$ cat config.mk
export PLATFORM = sky130hd
export DESIGN_NAME = vga_frame_timer
export DESIGN_NICKNAME = d
export VERILOG_FILES = /design/src/rtl/vga_timing_pkg.sv /design/src/rtl/vga_axis_counter.sv /design/src/rtl/vga_frame_timer.sv
export SDC_FILE = /design/constraint.sdc
export NUM_CORES = 1
export LEC_CHECK = 0
export CORE_MARGIN = 8
export CORE_UTILIZATION = 45
export DETAILED_ROUTE_END_ITERATION = 10
export GPL_ROUTABILITY_DRIVEN = 0
export PLACE_DENSITY = 0.72
export SKIP_LAST_GASP = 1
export SYNTH_ARGS = -nofsm -noshare
export SYNTH_HDL_FRONTEND = slang
export SYNTH_HIERARCHICAL = 1
export SYNTH_SLANG_ARGS = --single-unit
$ cat constraint.sdc
create_clock -name clk -period 4.6 [get_ports clk]
set_clock_uncertainty 0.15 [all_clocks]
set_input_delay 0.46 -clock clk [delete_from_list [all_inputs] [get_ports clk]]
set_output_delay 0.46 -clock clk [all_outputs]
set_load 0.005 [all_outputs]
$ cat src/rtl/vga_timing_pkg.sv
// Shared types and default 640x480@60 raster constants for the VGA frame timer.
// Latency: n/a (declarations only).
// Backpressure: n/a (no handshakes; the raster free-runs every clock).
package vga_timing_pkg;

  typedef logic [9:0]  pos_t;
  typedef logic [15:0] frame_cnt_t;

  // Position counters are 10 bits wide, so neither axis may exceed this many steps.
  localparam int POS_LIMIT = 1024;

  // Default horizontal timing, in pixel clocks.
  localparam int VGA_H_ACTIVE = 640;
  localparam int VGA_H_FP     = 16;
  localparam int VGA_H_SYNC   = 96;
  localparam int VGA_H_BP     = 48;

  // Default vertical timing, in lines.
  localparam int VGA_V_ACTIVE = 480;
  localparam int VGA_V_FP     = 10;
  localparam int VGA_V_SYNC   = 2;
  localparam int VGA_V_BP     = 33;

  localparam int VGA_H_TOTAL = VGA_H_ACTIVE + VGA_H_FP + VGA_H_SYNC + VGA_H_BP;
  localparam int VGA_V_TOTAL = VGA_V_ACTIVE + VGA_V_FP + VGA_V_SYNC + VGA_V_BP;

  // Sync windows (inclusive) measured from the start of the line/frame.
  localparam int VGA_HSYNC_START = VGA_H_ACTIVE + VGA_H_FP;
  localparam int VGA_HSYNC_END   = VGA_HSYNC_START + VGA_H_SYNC - 1;
  localparam int VGA_VSYNC_START = VGA_V_ACTIVE + VGA_V_FP;
  localparam int VGA_VSYNC_END   = VGA_VSYNC_START + VGA_V_SYNC - 1;

  // Pin level for a sync signal: inverts the window flag when pulses are active-low.
  function automatic logic sync_level(input logic in_sync, input logic active_low);
    return in_sync ^ active_low;
  endfunction

endpackage

$ cat src/rtl/vga_axis_counter.sv
// One raster axis: position counter with wrap strobe and active/sync window decode.
// Latency: pos is a flop; wrap/active/in_sync decode the current pos combinationally.
// Backpressure: none; steps once per clock whenever advance is high.
module vga_axis_counter
  import vga_timing_pkg::*;
#(
  parameter int TOTAL      = VGA_H_TOTAL,
  parameter int ACTIVE     = VGA_H_ACTIVE,
  parameter int SYNC_START = VGA_HSYNC_START,
  parameter int SYNC_LEN   = VGA_H_SYNC
) (
  input  logic       clk,
  input  logic       rst,
  input  logic       advance,
  output logic [9:0] pos,
  output logic       wrap,
  output logic       active,
  output logic       in_sync
);

  // Reject geometries that cannot be represented by a 10-bit position.
  if (TOTAL > POS_LIMIT || TOTAL < 2) begin : g_bad_total
    $error("vga_axis_counter: TOTAL=%0d outside 2..%0d", TOTAL, POS_LIMIT);
  end
  if (ACTIVE < 1 || ACTIVE > TOTAL) begin : g_bad_active
    $error("vga_axis_counter: ACTIVE=%0d outside 1..TOTAL", ACTIVE);
  end
  if (SYNC_LEN < 1 || SYNC_START + SYNC_LEN > TOTAL) begin : g_bad_sync
    $error("vga_axis_counter: sync window does not fit inside TOTAL");
  end

  // Inclusive bounds, pre-truncated to position width so every compare is 10-bit.
  localparam pos_t LAST       = pos_t'(TOTAL - 1);
  localparam pos_t ACT_LAST   = pos_t'(ACTIVE - 1);
  localparam pos_t SYNC_FIRST = pos_t'(SYNC_START);
  localparam pos_t SYNC_LAST  = pos_t'(SYNC_START + SYNC_LEN - 1);

  pos_t pos_q;
  pos_t pos_d;

  // Next position: hold, step, or wrap to zero after the last position.
  always_comb begin
    pos_d = pos_q;
    if (advance) begin
      pos_d = (pos_q == LAST) ? '0 : pos_q + 10'd1;
    end
  end

  // Position register, cleared by synchronous reset.
  always_ff @(posedge clk) begin
    if (rst) begin
      pos_q <= '0;
    end else begin
      pos_q <= pos_d;
    end
  end

  assign pos     = pos_q;
  assign wrap    = advance && (pos_q == LAST);
  assign active  = (pos_q <= ACT_LAST);
  assign in_sync = (pos_q >= SYNC_FIRST) && (pos_q <= SYNC_LAST);

endmodule

$ cat src/rtl/vga_frame_timer.sv
// VGA raster timer: hsync/vsync/display_on/position/strobes plus a per-frame latched control byte.
// Latency: all outputs are flops; the first edge after reset release presents position (0,0).
// Backpressure: none; free-running. Optional macro VGA_FRAME_TIMER_INPUT_EDGE_EN enables ui_rise.
//
// The two axis counters run one position ahead of the outputs: every output register samples
// the counters' current position and its decode, so hpos/vpos and every decoded signal leave
// through the same rank of flops with zero skew and no input reaches an output without a flop.
module vga_frame_timer
  import vga_timing_pkg::*;
#(
  parameter int H_ACTIVE        = VGA_H_ACTIVE,
  parameter int H_FP            = VGA_H_FP,
  parameter int H_SYNC          = VGA_H_SYNC,
  parameter int H_BP            = VGA_H_BP,
  parameter int V_ACTIVE        = VGA_V_ACTIVE,
  parameter int V_FP            = VGA_V_FP,
  parameter int V_SYNC          = VGA_V_SYNC,
  parameter int V_BP            = VGA_V_BP,
  parameter bit SYNC_ACTIVE_LOW = 1'b1
) (
  input  logic        clk,
  input  logic        rst,
  input  logic [7:0]  ui_in,
  output logic        hsync,
  output logic        vsync,
  output logic        display_on,
  output logic [9:0]  hpos,
  output logic [9:0]  vpos,
  output logic        line_start,
  output logic        frame_start,
  output logic [7:0]  ui_frame,
  output logic [15:0] frame_count,
  output logic [7:0]  ui_rise
);

  localparam int H_TOTAL = H_ACTIVE + H_FP + H_SYNC + H_BP;
  localparam int V_TOTAL = V_ACTIVE + V_FP + V_SYNC + V_BP;

  // Both totals must fit the 10-bit position counters.
  if (H_TOTAL > POS_LIMIT) begin : g_bad_h_total
    $error("vga_frame_timer: H_TOTAL=%0d exceeds %0d", H_TOTAL, POS_LIMIT);
  end
  if (V_TOTAL > POS_LIMIT) begin : g_bad_v_total
    $error("vga_frame_timer: V_TOTAL=%0d exceeds %0d", V_TOTAL, POS_LIMIT);
  end

  // Level driven on the sync pins outside their pulse.
  localparam logic SYNC_IDLE = SYNC_ACTIVE_LOW ? 1'b1 : 1'b0;

  // ---------------------------------------------------------------- axis counters
  pos_t h_pos;
  pos_t v_pos;
  logic h_wrap;
  logic v_wrap_unused;
  logic h_active;
  logic v_active;
  logic h_in_sync;
  logic v_in_sync;

  vga_axis_counter #(
    .TOTAL      (H_TOTAL),
    .ACTIVE     (H_ACTIVE),
    .SYNC_START (H_ACTIVE + H_FP),
    .SYNC_LEN   (H_SYNC)
  ) u_h_axis (
    .clk     (clk),
    .rst     (rst),
    .advance (1'b1),
    .pos     (h_pos),
    .wrap    (h_wrap),
    .active  (h_active),
    .in_sync (h_in_sync)
  );

  // The vertical axis steps once per line, on the edge where the horizontal axis wraps.
  vga_axis_counter #(
    .TOTAL      (V_TOTAL),
    .ACTIVE     (V_ACTIVE),
    .SYNC_START (V_ACTIVE + V_FP),
    .SYNC_LEN   (V_SYNC)
  ) u_v_axis (
    .clk     (clk),
    .rst     (rst),
    .advance (h_wrap),
    .pos     (v_pos),
    .wrap    (v_wrap_unused),
    .active  (v_active),
    .in_sync (v_in_sync)
  );

  // Position the output rank is about to present sits at the start of a line / frame.
  logic at_line;
  logic at_frame;
  assign at_line  = (h_pos == '0);
  assign at_frame = at_line && (v_pos == '0);

  // ---------------------------------------------------------------- raster outputs
  pos_t hpos_q, hpos_d;
  pos_t vpos_q, vpos_d;
  logic display_on_q, display_on_d;
  logic hsync_q, hsync_d;
  logic vsync_q, vsync_d;
  logic line_start_q, line_start_d;
  logic frame_start_q, frame_start_d;

  // Decode the counters' position into the values the output rank will present.
  always_comb begin
    hpos_d        = h_pos;
    vpos_d        = v_pos;
    display_on_d  = h_active && v_active;
    hsync_d       = sync_level(h_in_sync, SYNC_ACTIVE_LOW);
    vsync_d       = sync_level(v_in_sync, SYNC_ACTIVE_LOW);
    line_start_d  = at_line;
    frame_start_d = at_frame;
  end

  // Output rank for position and decoded timing; reset parks syncs at their idle level.
  always_ff @(posedge clk) begin
    if (rst) begin
      hpos_q        <= '0;
      vpos_q        <= '0;
      display_on_q  <= 1'b0;
      hsync_q       <= SYNC_IDLE;
      vsync_q       <= SYNC_IDLE;
      line_start_q  <= 1'b0;
      frame_start_q <= 1'b0;
    end else begin
      hpos_q        <= hpos_d;
      vpos_q        <= vpos_d;
      display_on_q  <= display_on_d;
      hsync_q       <= hsync_d;
      vsync_q       <= vsync_d;
      line_start_q  <= line_start_d;
      frame_start_q <= frame_start_d;
    end
  end

  // ---------------------------------------------------------------- per-frame state
  logic [7:0] ui_frame_q, ui_frame_d;
  frame_cnt_t frame_count_q, frame_count_d;
  logic       first_frame_q, first_frame_d;

  // At each frame boundary capture ui_in and advance the frame count; the first
  // frame after reset keeps the count at zero so it numbers frames since reset.
  always_comb begin
    ui_frame_d    = ui_frame_q;
    frame_count_d = frame_count_q;
    first_frame_d = first_frame_q;
    if (at_frame) begin
      ui_frame_d    = ui_in;
      first_frame_d = 1'b0;
      if (!first_frame_q) begin
        frame_count_d = frame_count_q + 16'd1;
      end
    end
  end

  // Frame-stable control byte, frame counter and first-frame marker.
  always_ff @(posedge clk) begin
    if (rst) begin
      ui_frame_q    <= '0;
      frame_count_q <= '0;
      first_frame_q <= 1'b1;
    end else begin
      ui_frame_q    <= ui_frame_d;
      frame_count_q <= frame_count_d;
      first_frame_q <= first_frame_d;
    end
  end

`ifdef VGA_FRAME_TIMER_INPUT_EDGE_EN
  // ui_frame_q still holds the previous frame's byte at the boundary, so it doubles as
  // the reference for edge detection (and is zero for the first frame after reset).
  logic [7:0] ui_rise_q, ui_rise_d;

  // Bits that went 0->1 between the previous frame's byte and the newly latched one.
  always_comb begin
    ui_rise_d = ui_rise_q;
    if (at_frame) begin
      ui_rise_d = ui_in & ~ui_frame_q;
    end
  end

  // Rising-edge mask, held for the whole frame.
  always_ff @(posedge clk) begin
    if (rst) begin
      ui_rise_q <= '0;
    end else begin
      ui_rise_q <= ui_rise_d;
    end
  end

  assign ui_rise = ui_rise_q;
`else
  assign ui_rise = 8'h00;
`endif

  assign hpos        = hpos_q;
  assign vpos        = vpos_q;
  assign display_on  = display_on_q;
  assign hsync       = hsync_q;
  assign vsync       = vsync_q;
  assign line_start  = line_start_q;
  assign frame_start = frame_start_q;
  assign ui_frame    = ui_frame_q;
  assign frame_count = frame_count_q;

endmodule

==> results of run 1 <==
-- final cells by class --
type	instances	area (µm²)	area share [%]
Clock inverter	4	45.04	1.178
Clock buffer	12	155.1	4.058
Multi-Input combinational cell	238	1509	39.46
Timing Repair Buffer	59	583.1	15.25
Tap cell	80	100.1	2.618
Inverter	8	30.03	0.7853
Sequential cell	70	1401	36.65
-- how the worst max path moves through the flow --
| stage | from | slack, ns | end |
|---|---|---|---|
| finish | u_h_axis/pos[0] | 1.95 | u_v_axis/pos[8] |
| floorplan | u_h_axis/pos[0] | 2.42 | u_v_axis/pos[8] |
| global route | u_h_axis/pos[0] | 1.73 | u_v_axis/pos[8] |
| global placement | u_h_axis/pos[0] | 2.10 | u_v_axis/pos[8] |
| CTS | u_h_axis/pos[0] | 1.96 | u_v_axis/pos[8] |
| detailed placement | u_h_axis/pos[0] | 1.98 | u_v_axis/pos[8] |
-- cell usage in the layout (no fill, tap or decap), drive strengths merged, types with 7 or more instances in the layout --
cell type / instances
a21oi: 23
clkbuf: 12
clkdlybuf4s50: 57
conb: 14
dfxtp: 70
inv: 8
nand2: 13
nand3: 19
nand4: 11
nor2: 28
nor2b: 25
nor4: 9
o21ai: 15
o31ai: 12
or4: 11
xor2: 7
-- state kept, by name, summed over array words and instances (netlist names) --
signal,count
u_v_axis/pos,10
hsync,1
frame_count,16
ui_frame,8
u_h_axis/pos,10
hpos,10
line_start,1
vsync,1
display_on,1
first_frame_q,1
frame_start,1
vpos,10
-- worst min-delay path, delay by kind of cell (launching register included) --
kind,cells,cell delay [ns]
flip-flops,1,0.31
AO/OA/AOI/OAI,2,0.12
-- where the power goes --
part           switching [µW]  internal, µW
combinational            54.8          47.3
sequential               10.4           621
clock                     219           277
total                     285           946
-- layer usage --
layer	share of wire (%)	routed length [µm]	up-vias	track usage (%)
met5	0	0	-	0
met4	1.7	109	0	6.475
met3	5.6	366	11	4.979
met2	47	3077	43	22.08
met1	46	3037	1175	17.16
li1	-	-	1263	-
-- through the flow --
stage	instances	setup slack, ns	hold slack [ns]	total power [µW]	instance area [µm²]
finish	471	1.954	0.3290	1231	3824
global route	471	1.734	0.3458	1289	3824
CTS	471	1.963	0.3328	1246	3824
detailed placement	455	1.985	0.3202	748.6	3623
global placement	455	2.098	0.3117	746.5	3623
floorplan	341	2.420	0.3100	708.5	3069
==> metrics, run 1 <==
CP delay by family, top simple AND/OR/NAND/NOR gates; Crit Path Class reg2reg; clock root buffer clkbuf_8; number of antenna violations at the first check in global routing 0; startpoint types flop; Die Area 9599 µm²; Critical Path Stages 7; hold-fix buffer count after cts 0; share of cells above drive strength 1 7.161%; summed negative setup slack over all endpoints 0 ns; die span in y 97.98 µm; path depth of the worst reg2reg path 7; max-cap viol count 0; number of warnings printed during yosys synthesis 6; Clock Sink Count 70; maximum operating frequency 378.0 MHz; count of cells along the worst hold path 2; Initial Utilization 45.52%; launching point of the worst reg2reg path u_h_axis/pos[0]; minimum clock period 2.646 ns; CTS Buf Count 9; Worst EP required 4.72 ns; Leak Pwr 0.001389 µW; Largest stage delay, worst path 0.53 ns; Clock Latency Late Sink 0.34 ns; count of nets after finishing 402; horizontal extent of the die 97.98 µm; GRT Total Usage 14.19%; via/cell ratio 5.291; pin slew with the least headroom to its limit 1.028 ns; Post-CTS Setup Repair Bufs 0; DR iter-0 viols 72; Hold Crit Endpoint ui_frame[4]; sequence of cells on the critical path ha_1 > and3_2 > nand3_1 > nor2_1 > nand4_2 > or4_1 > a21oi_1; Slew headroom 31.49%; Mean Syn Cell Area 9.192 µm²; layout overhead on the synthesized area 26.44%; WL per Instance 13.99 µm; CTS H-tree depth 3; number of antenna repair diodes 0; Min-Delay Startpoint ui_frame[4]; detailed-route wire length 6590 µm; Crit-path slowest cell or4_1; worst min-delay path class reg2reg; number of placed I/O pins 67; total number of vias 2492; total count of hold-check failures in the final report 0; largest driver fanout on the critical path 6; global-route wire length before repair 11330 µm; final worst-path cycle share 57.51%; number of endpoints failing setup at the final stage 0; Bufs on Longest Clock Path 2; cells after synthesis 329; number of filler cells placed in the layout 607; result of the run finished, final reports clean; endpoint arrival time on the critical path 2.76 ns; final design utilization 57.55%; number of global-route vias before repair 2331; CTS tree done; clock slew at the register clock pins of the worst setup and hold paths 0.07 ns; antenna-violating nets left 0; HPWL after detailed placement 4525 µm; CP bufs+invs 0; PostCTS Resize Cnt 0; Std-Cell Core Area 6644 µm²; reg2reg setup slack 1.95 ns; standard-cell row count 30; R2R Path End u_v_axis/pos[8]; total congestion overflow after global routing 0; kind of capture point of the worst setup path flop; areal power density over the cells 321.8 nW/µm²; post-detailed-route DRC marker count 0; buffers added on ports 58; router iterations before antenna repair 4; synthesized area 3024 µm²; RSZ-0062 raised after global routing false; pin count of the biggest net entering global routing 60; worst voltage drop across the vdd grid 0.1925 mV; final-report max-slew violation count 0
Power figures use the tool's default switching activity.
==> run 2, diff against run 1 <==
Clock period 4.6 ns to 2.5 ns, I/O delays scaled along.
==> run 2 against run 1 <==
Compared with the run above: final cell count grew 0.85%; register-to-register slack lost 1.8 ns; total power grew 77%; clock-buffer cell count grew 1; critical path type unchanged; critical endpoint unchanged; largest cell class unchanged; largest power group unchanged; highest routed layer unchanged.
==> metrics, run 2 (same netlist as run 1, synthesis figures left out) <==
buffers added on ports 58; areal power density over the cells 566.7 nW/µm²; global-route wire length before repair 11420 µm; Post-CTS Setup Repair Bufs 0; clock root buffer clkbuf_8; number of filler cells placed in the layout 589; Place WS 0.05657 ns; summed negative setup slack over all endpoints 0 ns; launching point of the worst reg2reg path u_h_axis/pos[0]; router iterations before antenna repair 4; R2R Path End u_v_axis/pos[8]; path depth of the worst reg2reg path 7; worst min-delay path class in2reg; worst setup path startpoint u_h_axis/pos[0]; via/cell ratio 5.309; GRT Total Usage 14.32%; pin count of the biggest net entering global routing 40; combined flip-flop and latch cell area 1401 µm²; Std-Cell Core Area 6644 µm²; post-detailed-route DRC marker count 0; horizontal extent of the die 97.98 µm; final design utilization 57.87%; Clock Latency Late Sink 0.34 ns; number of antenna repair diodes 0; clock slew at the register clock pins of the worst setup and hold paths 0.07 ns; met1 layer usage reported by global route 16.47%; standard-cell row count 30; result of the run finished, final reports clean; number of antenna violations at the first check in global routing 0; number of placed I/O pins 67; Critical Path End u_v_axis/pos[8]; minimum hold slack 0.2252 ns; CTS Buf Count 9; die span in y 97.98 µm; final worst-path cycle share 94.35%; layout overhead on the synthesized area 27.14%; commonest non-fill, non-tap cells in the layout dfxtp_1 (70), clkdlybuf4s50_1 (57), nor2_1 (27); worst voltage drop across the vdd grid 0.2751 mV; Leak Pwr 0.001405 µW; endpoint arrival time on the critical path 2.47 ns; Bufs on Longest Clock Path 2; most common cell after layout, fill and taps aside dfxtp_1; total congestion overflow after global routing 0; total number of vias 2522; RSZ-0062 raised after global routing false; area occupied by multi-input gates 1511 µm²; Die Area 9599 µm²; met3 usage in global routing 4.552%; final-report max-slew violation count 0; Most Used Layer, Global Route met2; CTS tree done; startpoint types flop; WL per Instance 14.20 µm; share of cells above drive strength 1 8.354%; pin slew with the least headroom to its limit 0.5324 ns; number of global-route vias before repair 2477; kind of capture point of the worst setup path flop; CTS H-tree depth 3; minimum clock period 2.359 ns; maximum operating frequency 424.0 MHz; number of endpoints failing setup at the final stage 0; reg2reg setup slack 0.14 ns; Slew headroom 64.50%; fin worst setup slack 0.1413 ns; largest driver fanout on the critical path 6; detailed-route wire length 6745 µm; DR iter-0 viols 56; Clock Sink Count 70; max-cap viol count 0; Crit Path Class reg2reg; Worst EP required 2.62 ns; HPWL after detailed placement 4779 µm; flip-flop count of the largest register after layout 16; met2 usage in global routing 23.60%; Initial Utilization 45.52%; total count of hold-check failures in the final report 0; count of nets after finishing 408; antenna-violating nets left 0
==> run 2: cell type report <==
| type | instances | share of cell area (%) |
|---|---|---|
| Clock buffer | 13 | 4.393 |
| Tap cell | 80 | 2.603 |
| Sequential cell | 70 | 36.45 |
| Multi-Input combinational cell | 238 | 39.31 |
| Clock inverter | 1 | 0.1302 |
| Inverter | 8 | 0.7810 |
| Timing Repair Buffer | 65 | 16.34 |
==> run 2: per-layer routing <==
layer,part of all wire [%],wire [µm],vias up
li1,-,-,1274
met2,48,3249,55
met1,45,3026,1185
met4,1.3,87,0
met5,0,0,-
met3,5.7,382,8
==> run 2: how the worst min path moves through the flow <==
| stage | depth (start not counted) | start | to |
|---|---|---|---|
| 6_report | 2 | rst | u_h_axis/pos[2] |
| 5_1_grt | 2 | rst | u_h_axis/pos[4] |
| 4_1_cts | 2 | rst | u_h_axis/pos[2] |
| 3_5_place_dp | 2 | ui_frame[3] | ui_frame[3] |
| 3_3_place_gp | 2 | ui_frame[5] | ui_frame[5] |
| 2_1_floorplan | 1 | rst | u_h_axis/pos[2] |
==> run 2: critical path: stages, from the launching register on <==
cell and delay (ns):
dfxtp_1 0.46, ha_1 0.24, and3_2 0.22, nand3_1 0.15, nor2_2 0.25, nand4_2 0.16
or4_1 0.50, a21oi_1 0.15
==> run 2: metrics by stage <==
stage | total power, µW | instances | area, µm²
6_report | 2179 | 475 | 3845
5_1_grt | 2267 | 475 | 3845
4_1_cts | 2199 | 475 | 3842
3_5_place_dp | 1381 | 461 | 3669
3_3_place_gp | 1376 | 461 | 3669
2_1_floorplan | 1304 | 341 | 3069
==> run 2: power breakdown <==
| part | switching, µW | leakage [µW] | internal [µW] |
|---|---|---|---|
| registers | 19.5 | 0.000568 | 1140 |
| logic | 101 | 0.000746 | 90.8 |
| clock network | 394 | 0.0000914 | 430 |
| total | 515 | 0.00141 | 1660 |
==> run 2: timing repair <==
item,4_1_cts,5_1_grt
setup endpoints to repair,0,10
hold buffers,0,0
resized for setup,0,1
==> run 3, diff against run 2 <==
Settings changed: SLEW_MARGIN set to 20.
==> results of run 3 <==
No change in the layout: final DEF, timing and power equal those of run 2.
